==> src/rtl/prio_enc_arb.sv <==
// prio_enc_arb: registered N-bit priority encoder with fixed (MSB-first)
// or round-robin priority and a single-entry output stage.
//
// Index convention: req bit b corresponds to index i = N-1-b, so the MSB is
// index 0. The winner is reported as an index (out_idx) and as a one-hot
// vector in the original req bit positions (out_onehot).
//
// Handshake: a transfer happens on a rising edge where valid and ready are
// both high. The input side has in_ready = !out_valid || out_ready, so a new
// vector may load on the same edge the old result is consumed. Once
// out_valid is high, the result and all data outputs stay stable until
// out_ready is seen high.
//
// Ports:
//   clk, rst_n   clock, asynchronous active-low reset
//   req          N-bit request vector
//   in_valid     req is valid this cycle
//   in_ready     block can accept req this cycle
//   out_valid    output register holds a result
//   out_ready    downstream consumes the result this cycle
//   out_idx      winning index
//   out_onehot   winning bit in req bit positions
//   out_multi    more than one req bit was set in the accepted vector
//   err_zero     one-cycle pulse after an all-zero vector is accepted
//   drop_cnt     saturating count of accepted all-zero vectors
module prio_enc_arb #(
    parameter int N    = 8,
    parameter int RR   = 0,
    parameter int CNTW = 8
) (
    input  logic                    clk,
    input  logic                    rst_n,
    input  logic [N-1:0]            req,
    input  logic                    in_valid,
    output logic                    in_ready,
    output logic                    out_valid,
    input  logic                    out_ready,
    output logic [$clog2(N)-1:0]    out_idx,
    output logic [N-1:0]            out_onehot,
    output logic                    out_multi,
    output logic                    err_zero,
    output logic [CNTW-1:0]         drop_cnt
);

    localparam int W = $clog2(N);

    // Registered state and next-state values.
    logic            out_valid_q,  out_valid_d;
    logic [W-1:0]    out_idx_q,    out_idx_d;
    logic [N-1:0]    out_onehot_q, out_onehot_d;
    logic            out_multi_q,  out_multi_d;
    logic            err_zero_q,   err_zero_d;
    logic [CNTW-1:0] drop_cnt_q,   drop_cnt_d;
    logic [W-1:0]    ptr_q,        ptr_d;

    // Combinational search results.
    logic [N-1:0]    req_by_idx;
    logic            found_c;
    logic [W-1:0]    win_idx_c;
    logic [N-1:0]    onehot_c;
    logic            multi_c;
    logic [W-1:0]    ptr_nxt_c;
    logic            accept;
    int              base;
    int              cand;

    assign in_ready = !out_valid_q || out_ready;
    assign accept   = in_valid && in_ready;

    // Reorder req so that position i holds the request for index i.
    always_comb begin
        for (int i = 0; i < N; i++) begin
            req_by_idx[i] = req[N-1-i];
        end
    end

    // Circular search starting at base; fixed mode always starts at 0, which
    // makes "lowest set index wins" the same loop as round-robin.
    always_comb begin
        found_c   = 1'b0;
        win_idx_c = '0;
        cand      = 0;
        base      = (RR != 0) ? int'(ptr_q) : 0;
        for (int off = 0; off < N; off++) begin
            cand = base + off;
            // Wrap at N (not 2^W) so non-power-of-2 widths stay in range.
            if (cand >= N) begin
                cand = cand - N;
            end
            if (!found_c && req_by_idx[W'(cand)]) begin
                found_c   = 1'b1;
                win_idx_c = W'(cand);
            end
        end
    end

    always_comb begin
        for (int i = 0; i < N; i++) begin
            onehot_c[N-1-i] = found_c && (win_idx_c == W'(i));
        end
    end

    // Clearing the lowest set bit leaves something only if two or more were set.
    assign multi_c   = |(req & (req - N'(1)));
    assign ptr_nxt_c = (win_idx_c == W'(N-1)) ? '0 : win_idx_c + W'(1);

    always_comb begin
        out_valid_d  = out_valid_q;
        out_idx_d    = out_idx_q;
        out_onehot_d = out_onehot_q;
        out_multi_d  = out_multi_q;
        err_zero_d   = 1'b0;
        drop_cnt_d   = drop_cnt_q;
        ptr_d        = ptr_q;
        if (accept) begin
            if (found_c) begin
                out_valid_d  = 1'b1;
                out_idx_d    = win_idx_c;
                out_onehot_d = onehot_c;
                out_multi_d  = multi_c;
                if (RR != 0) begin
                    ptr_d = ptr_nxt_c;
                end
            end else begin
                // The previous result (if any) is consumed by this same edge,
                // since accepting implies out_ready or an empty stage.
                out_valid_d = 1'b0;
                err_zero_d  = 1'b1;
                if (drop_cnt_q != '1) begin
                    drop_cnt_d = drop_cnt_q + CNTW'(1);
                end
            end
        end else if (out_ready) begin
            out_valid_d = 1'b0;
        end
    end

    always_ff @(posedge clk or negedge rst_n) begin
        if (!rst_n) begin
            out_valid_q  <= 1'b0;
            out_idx_q    <= '0;
            out_onehot_q <= '0;
            out_multi_q  <= 1'b0;
            err_zero_q   <= 1'b0;
            drop_cnt_q   <= '0;
            ptr_q        <= '0;
        end else begin
            out_valid_q  <= out_valid_d;
            out_idx_q    <= out_idx_d;
            out_onehot_q <= out_onehot_d;
            out_multi_q  <= out_multi_d;
            err_zero_q   <= err_zero_d;
            drop_cnt_q   <= drop_cnt_d;
            ptr_q        <= ptr_d;
        end
    end

    assign out_valid  = out_valid_q;
    assign out_idx    = out_idx_q;
    assign out_onehot = out_onehot_q;
    assign out_multi  = out_multi_q;
    assign err_zero   = err_zero_q;
    assign drop_cnt   = drop_cnt_q;

endmodule

==> config.mk <==
export PLATFORM = sky130hd
export DESIGN_NAME = prio_enc_arb
export DESIGN_NICKNAME = d
export VERILOG_FILES = /design/src/rtl/prio_enc_arb.sv
export SDC_FILE = /design/constraint.sdc
export NUM_CORES = 1
export LEC_CHECK = 0
export CORE_MARGIN = 8
export CORE_UTILIZATION = 35
export DETAILED_ROUTE_END_ITERATION = 8
export DONT_BUFFER_PORTS = 1
export HOLD_SLACK_MARGIN = 0.08
export PLACE_DENSITY = 0.61
export SYNTH_ARGS = -nofsm -noshare
export SYNTH_HDL_FRONTEND = slang
export SYNTH_SLANG_ARGS = --single-unit
==> constraint.sdc <==
create_clock -name clk -period 2.9 [get_ports clk]
set_clock_uncertainty 0.15 [all_clocks]
set_input_delay 0.29 -clock clk [delete_from_list [all_inputs] [get_ports clk]]
set_output_delay 0.29 -clock clk [all_outputs]
set_load 0.05 [all_outputs]
Yosys cells after proc, flatten, opt, wreduce, memory -nomap -nowiden
Index checks and enable logic that the tools add are counted.

storage, ports and cells
  register bits after elaboration = 22
  output and inout bits = 23
  bits of input ports = 12
  word-level logic and storage cells = 52

cells by class
  equal/unequal tests = 8
  reduce and logical (&&, ||, !) cells = 22
  bitwise gates (word level) = 2
  add/sub/neg operators = 2
  muxes and demuxes = 12

operators with widths
  kind                                                                    count
  3-bit equality test (second input constant)                             4
  1-bit logical AND                                                       12
  1-bit 2-to-1 mux                                                        10
  8-bit by 1-bit adder with 8-bit output (second input constant)          1
  8-bit bitwise AND                                                       1
  8-bit != test (second input constant)                                   1
  8-bit OR reduction                                                      1
  8-bit by 1-bit subtractor with 8-bit output (second input constant)     1
  3-bit by 2-bit equality test with 1-bit output (second input constant)  2
  3-bit 2-to-1 mux                                                        2
  1-bit logical NOT                                                       4
  3-bit by 1-bit equality test with 1-bit output (second input constant)  1
  3-bit logical NOT                                                       1
  3-bit AND reduction                                                     1
  2-bit AND reduction                                                     1
  2-bit nonzero test                                                      1
  1-bit logical OR                                                        1
  1-bit NOT                                                               1

Depth between registers and ports, before layout
Gate-level depths: netlist of run 1.

  word-level depth = 12
  mapped depth = 5
  depth with buffers taken out = 4

Least setup slack after synthesis of run 1
No wires, ideal clock.

  kind = flip-flop to flip-flop
  start point = reg out_valid_q, in the netlist out_valid
  end point = reg out_multi_q, in the netlist out_multi
  data arrival time = 1.987 ns
  required time = 2.626 ns
  period minus slack after synthesis = 2.261 ns
  stages on the path, launching flop included = 6
  setup time = 0.124 ns
  path buffers = 1
  path slack = 0.639 ns
  path through = dfrtp_1 -> nand2b_1 -> and2_1 -> clkbuf_1 -> and4_1 -> a211o_1

on the way
  word-level cells in the longest chain between the ends = 4

ends and longest elaborated chain
  what                           line  source
  start: declaration             48    logic out_valid_q, out_valid_d;
  start signal: assignment       148   out_valid_q <= out_valid_d;
  1-bit logical NOT              67    assign in_ready = !out_valid_q || out_ready;
  1-bit logical OR               67
  via in_ready                   35    output logic in_ready,
  1-bit logical AND              68    assign accept = in_valid && in_ready;
  2-bit AND reduction (no line)  n/a
  end signal: assignment         151   out_multi_q <= out_multi_d;
  end: declaration               51    logic out_multi_q, out_multi_d;

The timed path passes the listed nets, and every way through them passes these cells.
A chain may end at the register's enable or synchronous reset.

Worst setup path after layout of run 1
  start point = reg out_valid_q, in the netlist out_valid
  end point = reg out_onehot_q[6], in the netlist out_onehot[6]

on the way
  word-level cells in the longest chain between the ends = 4

ends and longest elaborated chain
  what                           line  source
  1-bit logical NOT              67
  1-bit logical OR               67
  1-bit logical AND              68
  2-bit AND reduction (no line)  n/a
  end signal: assignment         150   out_onehot_q <= out_onehot_d;
  end: declaration               50    logic [N-1:0] out_onehot_q, out_onehot_d;

No other way between the ends.

==> flow_metrics.py, run 1 <==
metrics = {
    "clock_network": {
        "insertion_delay_ps": 290,
        "cts.sinks": 17,
        "clkTransAtPathRegs_ps": 110,
        "cts_setup_buffers": 0,
        "htreeDepth": 1,
        "cts_tree": "built",
        "cts_buffer_depth": 2,
        "cts_buffers": 3,
        "cts-root-buf": "clkbuf_4",
    },
    "power": {
        "powerDensity_nw_per_um2": 630,
        "power_frac_seq_pct": 62.1,
        "p_sw_mw": 0.280,
        "leakage_nw": 0.454,
        "pwr-share-comb_pct": 17.9,
        "p_int_mw": 0.361,
        "vdd_ir_drop_max_mv": 0.287,
        "swShare_pct": 43.7,
        "clkPwrFrac_pct": 20.0,
    },
    "synth": {
        "synth_sequential_area_ratio_pct": 47.8,
        "synth_edf_count": 0,
        "synthesis.area_um2": 890,
        "yosys.area.top_type": "dfrtp_1",
        "synth_top_cell_area_share_pct": 47.8,
        "synth_commonest_cells": "dfrtp_1, nand2_1, nor2_1",
        "synthArstFlopShare_pct": 100,
        "synth-seq-cells": 17,
        "synthFlopType": "dfrtp_1",
        "syn_area_per_cell_um2": 10.2,
        "yosys-top-cells-area": "dfrtp_1, nand2_1, buf_4",
        "synthCells": 87,
        "synthDistinctLibCells": 34,
        "yosys_warnings": 0,
        "yosysMostFrequentCell": "dfrtp_1",
    },
    "worst_hold_path": {
        "min_path_cells": 2,
        "hp-class": "primary input to flip-flop",
        "whs_endpoint": "out_idx[1]$_DFFE_PN0P_",
        "hp-start": "req[7]",
    },
    "global_route": {
        "antenna_found_initial": 0,
        "grt_overflow": 0,
        "grt_pass1_vias": 745,
        "grt_max_degree": 18,
        "grt_usage_pct": 10.3,
        "grt_pass1_wl_mm": 3.47,
    },
    "run": {
        "cap_violations": 0,
    },
    "timing": {
        "fin_hold_ws_ps": 108,
        "slew_headroom_pct": 47.9,
        "worst_pin_slew_ps": 780,
        "hold_violations": 0,
        "finalCritPeriodShare_pct": 80.6,
        "post-route-min-period_ps": 2340,
        "rsz0062_at_grt": "false",
        "timing.fmax_ghz": 0.428,
        "finalMaxSlewViolations": 0,
        "setup_viol": 0,
        "tns_ps": 0,
    },
    "floorplan": {
        "die_h_um": 66.4,
        "core-area_um2": 2430,
        "start_util_pct": 36.6,
        "die_area_um2": 4410,
        "die_w_um": 66.4,
        "rows": 18,
        "num_io_pins": 35,
    },
    "detailed_routing": {
        "drt_iter0_drc": 20,
        "drt_first_pass_iters": 4,
        "viasPerCell": 5.55,
        "drc_errors": 0,
        "drtAntennaViolNets": 0,
        "routed_wl_mm": 2.13,
        "avgRoutedWirePerCell_um": 16.7,
        "dr_total_vias": 710,
    },
    "placement": {
        "place.gp.congestion": 0.740,
        "dp.cells": 116,
        "dp_hpwl_mm": 1.57,
        "io_buffers": 0,
    },
    "setup_path": {
        "crit_fanout": 9,
        "r2r-end": "out_onehot[6]$_DFFE_PN0P_",
        "crit_buf_inv": 1,
        "timing.rr.start": "out_valid$_DFFE_PN0P_",
        "r2r_cells": 5,
        "slowest_delay_ps": 650,
        "crit_arrival_ps": 2370,
        "cp_slowest_cell": "dfrtp_1",
        "crit_path_end_kind": "flip-flop",
        "crit_required_ps": 2940,
        "crit_chain": "nand2b_1, and2_1, a22oi_1, o21ai_0, dlygate4sd3_1",
        "path_class": "flip-flop to flip-flop",
        "setup.worst_path.start_class": "flip-flop",
        "path_delay_family": "flip-flops",
        "reg2reg_slack_ps": 560,
    },
    "layout": {
        "syn2layout_area_growth_pct": 14.5,
        "nFillCells": 242,
        "drive_gt1_share_pct": 10.2,
        "final_net_count": 112,
        "multiInputGateArea_um2": 429,
        "n_antenna_cell": 0,
        "seq_area_um2": 425,
        "fin_cells": 128,
    },
    "status": {
        "status": "complete, no violations",
    },
}
[flip-flops by register name (all words and copies together), names as in the netlist]
| name | flops |
|---|---|
| err_zero | 1 |
| out_valid | 1 |
| out_idx | 2 |
| drop_cnt | 8 |
| out_onehot | 4 |
| out_multi | 1 |
[cell type report]
type / instances / share of cell area [%]
Clock buffer: 3 / 2.21
Clock inverter: 1 / 0.491
Inverter: 1 / 0.369
Multi-Input combinational cell: 66 / 42.1
Sequential cell: 17 / 41.8
Tap cell: 30 / 3.69
Timing Repair Buffer: 10 / 9.34
[worst register-to-register path, stage by stage (launching register included)]
cell	delay [ps]
dfrtp_1	650
nand2b_1	250
and2_1	330
a22oi_1	210
o21ai_0	90
dlygate4sd3_1	560
[cell families after synthesis]
group	synth area share, %
xor gates and xnor gates	6.89
AOI/OAI and AO/OA	10.7
buffers and inverters	5.62
DFF	47.8
adders and majority gates	2.53
other	0.422
muxes	1.27
and+or+nand+nor	24.8
[stage by stage]
step	util, %	power [mW]	setup slack, ps	cell area, um2
after global placement	37.4	0.496	972	911
after global routing	41.9	0.682	409	1020
after detailed placement	37.4	0.502	913	911
after CTS	41.9	0.651	564	1020
final	41.9	0.641	562	1020
after floorplan	-	0.480	639	905
[how the worst max path moves through the flow]
stage                            startpoint                   endpoint  slack [ps]  cells after the start
floorplan             out_valid$_DFFE_PN0P_      out_multi$_DFFE_PN0P_         640                      5
global placement    drop_cnt[4]$_DFFE_PN0P_    drop_cnt[1]$_DFFE_PN0P_         970                      4
detailed placement  drop_cnt[0]$_DFFE_PN0P_    drop_cnt[1]$_DFFE_PN0P_         910                      4
CTS                   out_valid$_DFFE_PN0P_  out_onehot[6]$_DFFE_PN0P_         560                      5
global route          out_valid$_DFFE_PN0P_  out_onehot[6]$_DFFE_PN0P_         410                      5
finish                out_valid$_DFFE_PN0P_  out_onehot[6]$_DFFE_PN0P_         560                      5
[cells in the final DEF (no fill, tap or decap), drive strengths merged, types with 2 or more instances in the layout]
cell type,n
dfrtp,17
nand2,12
dlygate4sd3,8
nor2,6
conb,5
a21oi,4
xor2,4
nand3,4
nor4,4
and4,3
xnor2,3
clkbuf,3
and2,2
o21ai,2
nand4b,2
buf,2
[power groups by stage]
stage / combinational (mW) / clock (mW) / sequential (mW)
2_1_floorplan: 0.0769 / 0 / 0.403
3_3_place_gp: 0.0923 / 0 / 0.404
3_5_place_dp: 0.0968 / 0 / 0.406
4_1_cts: 0.116 / 0.133 / 0.401
5_1_grt: 0.129 / 0.148 / 0.405
6_report: 0.115 / 0.128 / 0.398
[repair_timing]
action	in CTS	in global routing
hold buffers	8	0
endpoints found under the hold margin	25	0
resized for setup	0	0
[routing by layer]
metal | vias to the layer above | routed length (um) | track usage, %
li1 | 327 | - | -
met1 | 350 | 772 | 10.3
met2 | 31 | 1090 | 17.7
met3 | 2 | 237 | 3.73
met4 | 0 | 27 | 6.13
met5 | - | 0 | 0
No activity file was read; power rests on OpenSTA's default activity.
==> inputs of run 2 (changes only) <==
==> constraint.sdc (replaced) <==
create_clock -name clk -period 2.4 [get_ports clk]
set_clock_uncertainty 0.15 [all_clocks]
set_input_delay 0.24 -clock clk [delete_from_list [all_inputs] [get_ports clk]]
set_output_delay 0.24 -clock clk [all_outputs]
set_load 0.05 [all_outputs]
==> flow_metrics.py, run 2 (synthesis results as in run 1) <==
metrics = {
    "setup_path": {
        "path_class": "primary input to flip-flop",
        "timing.rr.start": "out_valid$_DFFE_PN0P_",
        "crit_end": "out_valid$_DFFE_PN0P_",
        "setup.worst_path.start_class": "primary input",
        "crit_path_end_kind": "flip-flop",
        "r2r-end": "out_onehot[6]$_DFFE_PN0P_",
        "crit_arrival_ps": 2100,
        "crit_required_ps": 2420,
        "crit_start": "req[7]",
        "r2r_cells": 5,
        "crit_fanout": 6,
        "reg2reg_slack_ps": 410,
    },
    "global_route": {
        "grt_max_degree": 18,
        "antenna_found_initial": 0,
        "grt_pass1_wl_mm": 3.53,
        "grt_pass1_vias": 736,
        "grt_overflow": 0,
        "grt_usage_pct": 10.3,
    },
    "detailed_routing": {
        "avgRoutedWirePerCell_um": 16.0,
        "viasPerCell": 5.36,
        "drc_errors": 0,
        "drt_first_pass_iters": 5,
        "routed_wl_mm": 2.15,
        "drtAntennaViolNets": 0,
        "drt_iter0_drc": 36,
        "dr_total_vias": 723,
    },
    "power": {
        "vdd_ir_drop_max_mv": 0.357,
        "powerDensity_nw_per_um2": 747,
        "leakage_nw": 0.488,
    },
    "floorplan": {
        "num_io_pins": 35,
        "die_h_um": 66.4,
        "start_util_pct": 36.6,
        "die_w_um": 66.4,
        "die_area_um2": 4410,
        "rows": 18,
        "core-area_um2": 2430,
    },
    "timing": {
        "worst_pin_slew_ps": 750,
        "finalCritPeriodShare_pct": 86.9,
        "slew_headroom_pct": 49.8,
        "hold_violations": 0,
        "finalMaxSlewViolations": 0,
        "rsz0062_at_grt": "false",
        "fin_ws_ps": 314,
        "post-route-min-period_ps": 2090,
        "setup_viol": 0,
        "tns_ps": 0,
        "timing.fmax_ghz": 0.479,
    },
    "layout": {
        "seq_area_um2": 425,
        "drive_gt1_share_pct": 15.2,
        "syn2layout_area_growth_pct": 20.3,
        "final_net_count": 119,
        "nFillCells": 228,
        "most-common-layout-cells": "dfrtp_1, nand2_1, buf_4",
        "largest_reg_flops": 8,
        "n_antenna_cell": 0,
        "final_common_cell": "dfrtp_1",
        "multiInputGateArea_um2": 429,
    },
    "placement": {
        "dp_slack_ps": 686,
        "io_buffers": 0,
        "dp_hpwl_mm": 1.60,
        "place.gp.congestion": 0.755,
    },
    "clock_network": {
        "clkTransAtPathRegs_ps": 100,
        "cts.sinks": 17,
        "cts_buffers": 3,
        "post_cts_resized": 0,
        "cts_tree": "built",
        "cts-root-buf": "clkbuf_4",
        "cts_buffer_depth": 2,
        "htreeDepth": 1,
        "insertion_delay_ps": 280,
    },
    "status": {
        "status": "complete, no violations",
    },
    "worst_hold_path": {
        "hp-class": "primary input to flip-flop",
    },
    "run": {
        "cap_violations": 0,
    },
}
==> run 2: power by group <==
| part | internal [mW] | switching [mW] | leakage (nW) |
|---|---|---|---|
| sequential | 0.321 | 0.0876 | 0.219 |
| combinational | 0.0763 | 0.163 | 0.254 |
| clock | 0.0644 | 0.0864 | 0.0150 |
==> run 2: final cells by class <==
class	count	share of cell area, %
Multi-Input combinational cell	66	40.1
Timing Repair Buffer	17	13.8
Clock buffer	4	2.46
Inverter	1	0.351
Tap cell	30	3.51
Sequential cell	17	39.8
==> run 2: what timing repair did <==
| item | 4_1_cts | 5_1_grt |
|---|---|---|
| setup buffers | 0 | 0 |
| hold buffers | 8 | 0 |
| setup endpoints to repair | 0 | 0 |
| hold endpoints to repair | 26 | 0 |
==> run 2: critical path: stages <==
cell           delay [ps]
dlygate4sd3_1         640
or4_1                 550
nand2_1                80
dlygate4sd3_1         540
nand2_1                50
==> run 2: layer usage <==
metal / vias to the layer above / GRT usage [%] / part of all wire [%]
met5: - / 0 / 0
met4: 0 / 5.60 / 1.8
met3: 5 / 3.39 / 11
met2: 35 / 18.1 / 52
met1: 341 / 10.5 / 35
li1: 342 / - / -
==> run 2: per-stage QoR <==
stage | std cells | total power, mW | area [um2] | hold WS [ps] | utilization, %
after global routing | 135 | 0.852 | 1070 | 107 | 44.0
after global placement | 123 | 0.627 | 963 | -205 | 39.6
final | 135 | 0.799 | 1070 | 107 | 44.0
after detailed placement | 123 | 0.634 | 963 | -205 | 39.6
after CTS | 135 | 0.808 | 1070 | 100 | 44.0
after floorplan | 91 | 0.580 | 905 | -206 | -
==> run 2: worst min path at each step <==
stage / startpoint / end / slack (ps) / depth (start not counted)
floorplan: rst_n / drop_cnt[0]$_DFFE_PN0P_ / -210 / 0
global placement: rst_n / out_onehot[4]$_DFFE_PN0P_ / -210 / 0
detailed placement: rst_n / out_onehot[4]$_DFFE_PN0P_ / -210 / 0
CTS: req[0] / out_multi$_DFFE_PN0P_ / 100 / 3
global route: req[5] / out_idx[0]$_DFFE_PN0P_ / 110 / 2
finish: req[5] / out_idx[1]$_DFFE_PN0P_ / 110 / 3
==> inputs of run 3 (changes only) <==
==> constraint.sdc (replaced) <==
create_clock -name clk -period 2.5 [get_ports clk]
set_clock_uncertainty 0.15 [all_clocks]
set_input_delay 0.25 -clock clk [delete_from_list [all_inputs] [get_ports clk]]
set_output_delay 0.25 -clock clk [all_outputs]
set_load 0.05 [all_outputs]
==> flow_metrics.py, run 3 (synthesis results as in run 1) <==
metrics = {
    "detailed_routing": {
        "drc_errors": 0,
        "drt_iter0_drc": 34,
        "drt_first_pass_iters": 4,
        "routed_wl_mm": 2.10,
        "avgRoutedWirePerCell_um": 15.6,
        "dr_total_vias": 706,
        "viasPerCell": 5.27,
        "drtAntennaViolNets": 0,
    },
    "worst_hold_path": {
        "hp-class": "primary input to flip-flop",
    },
    "floorplan": {
        "num_io_pins": 35,
        "start_util_pct": 36.6,
        "die_area_um2": 4410,
        "core-area_um2": 2430,
        "rows": 18,
        "die_w_um": 66.4,
        "die_h_um": 66.4,
    },
    "layout": {
        "syn2layout_area_growth_pct": 20.5,
        "fin_cells": 134,
        "final_common_cell": "dfrtp_1",
        "most-common-layout-cells": "dfrtp_1, nand2_1, dlygate4sd3_1",
        "nFillCells": 226,
        "design_area_um2": 1070,
        "largest_reg_flops": 8,
        "drive_gt1_share_pct": 14.4,
        "final_net_count": 118,
        "final_util_pct": 44.1,
        "n_antenna_cell": 0,
    },
    "timing": {
        "hold_violations": 0,
        "rsz0062_at_grt": "true",
        "timing.fmax_ghz": 0.413,
        "finalCritPeriodShare_pct": 96.7,
        "fin_ws_ps": 81.3,
        "finalMaxSlewViolations": 0,
        "worst_pin_slew_ps": 759,
        "fin_hold_ws_ps": 105,
        "setup_viol": 0,
        "tns_ps": 0,
        "slew_headroom_pct": 49.2,
        "post-route-min-period_ps": 2420,
    },
    "global_route": {
        "grt_overflow": 0,
        "grt_usage_pct": 9.70,
        "grt_pass1_vias": 691,
        "grtUsageMet1_pct": 10.9,
        "antenna_found_initial": 0,
        "grt.busiest_layer": "met2",
        "grt_max_degree": 18,
        "met3_usage_pct": 2.88,
        "grt_pass1_wl_mm": 3.29,
        "groute.layer.met2.usage_pct": 15.6,
    },
    "placement": {
        "dp.cells": 121,
        "dp_slack_ps": 541,
        "place.gp.congestion": 0.759,
        "io_buffers": 0,
        "dp_hpwl_mm": 1.54,
        "placed_area_um2": 948,
    },
    "power": {
        "power_mw": 0.774,
        "powerDensity_nw_per_um2": 721,
        "vdd_ir_drop_max_mv": 0.292,
        "leakage_nw": 0.483,
    },
    "clock_network": {
        "cts-root-buf": "clkbuf_4",
        "cts.sinks": 17,
        "htreeDepth": 1,
        "cts_tree": "built",
        "insertion_delay_ps": 290,
        "cts_buffers": 3,
        "cts_buffer_depth": 2,
        "cts_setup_buffers": 0,
        "clkTransAtPathRegs_ps": 100,
    },
    "setup_path": {
        "crit_required_ps": 2560,
        "setup.worst_path.start_class": "primary input",
        "path_class": "primary input to flip-flop",
        "crit_path_end_kind": "flip-flop",
        "crit_fanout": 7,
        "crit_arrival_ps": 2480,
    },
    "run": {
        "cap_violations": 0,
    },
    "status": {
        "status": "complete, no violations",
    },
}
[run 3: layout make-up]
type	instances	area [um2]	area share, %
multi-input combinational	66	437	40.7
sequential	17	425	39.7
timing repair buffer	16	143	13.3
tap	30	37.5	3.50
clock buffer	4	26.3	2.45
inverter	1	3.75	0.350
[run 3: layer usage]
metal  vias up  share of wire [%]  routed length (um)
li1        339                  -                   -
met1       343                 41                 866
met2        22                 49                1020
met3         2                8.8                 184
met5         -                  0                   0
met4         0                1.3                  27
[run 3: worst paths after layout]
path,startpoint,to,slack (ps),cells past startpoint
max in group asynchronous,rst_n,drop_cnt[3]$_DFFE_PN0P_,1410,1
worst min-delay path,req[0],out_multi$_DFFE_PN0P_,110,3
min in group asynchronous,rst_n,out_multi$_DFFE_PN0P_,310,1
worst max-delay path,req[7],drop_cnt[5]$_DFFE_PN0P_,80,6
worst min register to register,drop_cnt[3]$_DFFE_PN0P_,drop_cnt[3]$_DFFE_PN0P_,370,1
worst max register to register,out_valid$_DFFE_PN0P_,out_onehot[6]$_DFFE_PN0P_,500,5
[run 3: worst max-delay path, cell delays in order]
cell and delay, ps:
dlygate4sd3_1 640, nor4_4 260, dlygate4sd3_1 620, nand3_2 170
nor4_1 360, xor2_1 180
[run 3: power breakdown]
part / leakage, nW / total [mW] / internal (mW) / switching, mW
clock network: 0.0150 / 0.150 / 0.0620 / 0.0881
logic: 0.250 / 0.230 / 0.0734 / 0.157
registers: 0.219 / 0.394 / 0.308 / 0.0854
[run 3: repair_timing]
| item | 4_1_cts | 5_1_grt |
|---|---|---|
| hold buffers | 9 | 0 |
| hold endpoints to repair | 26 | 0 |
| gates resized for setup | 0 | 2 |
| setup endpoints to repair | 0 | 1 |
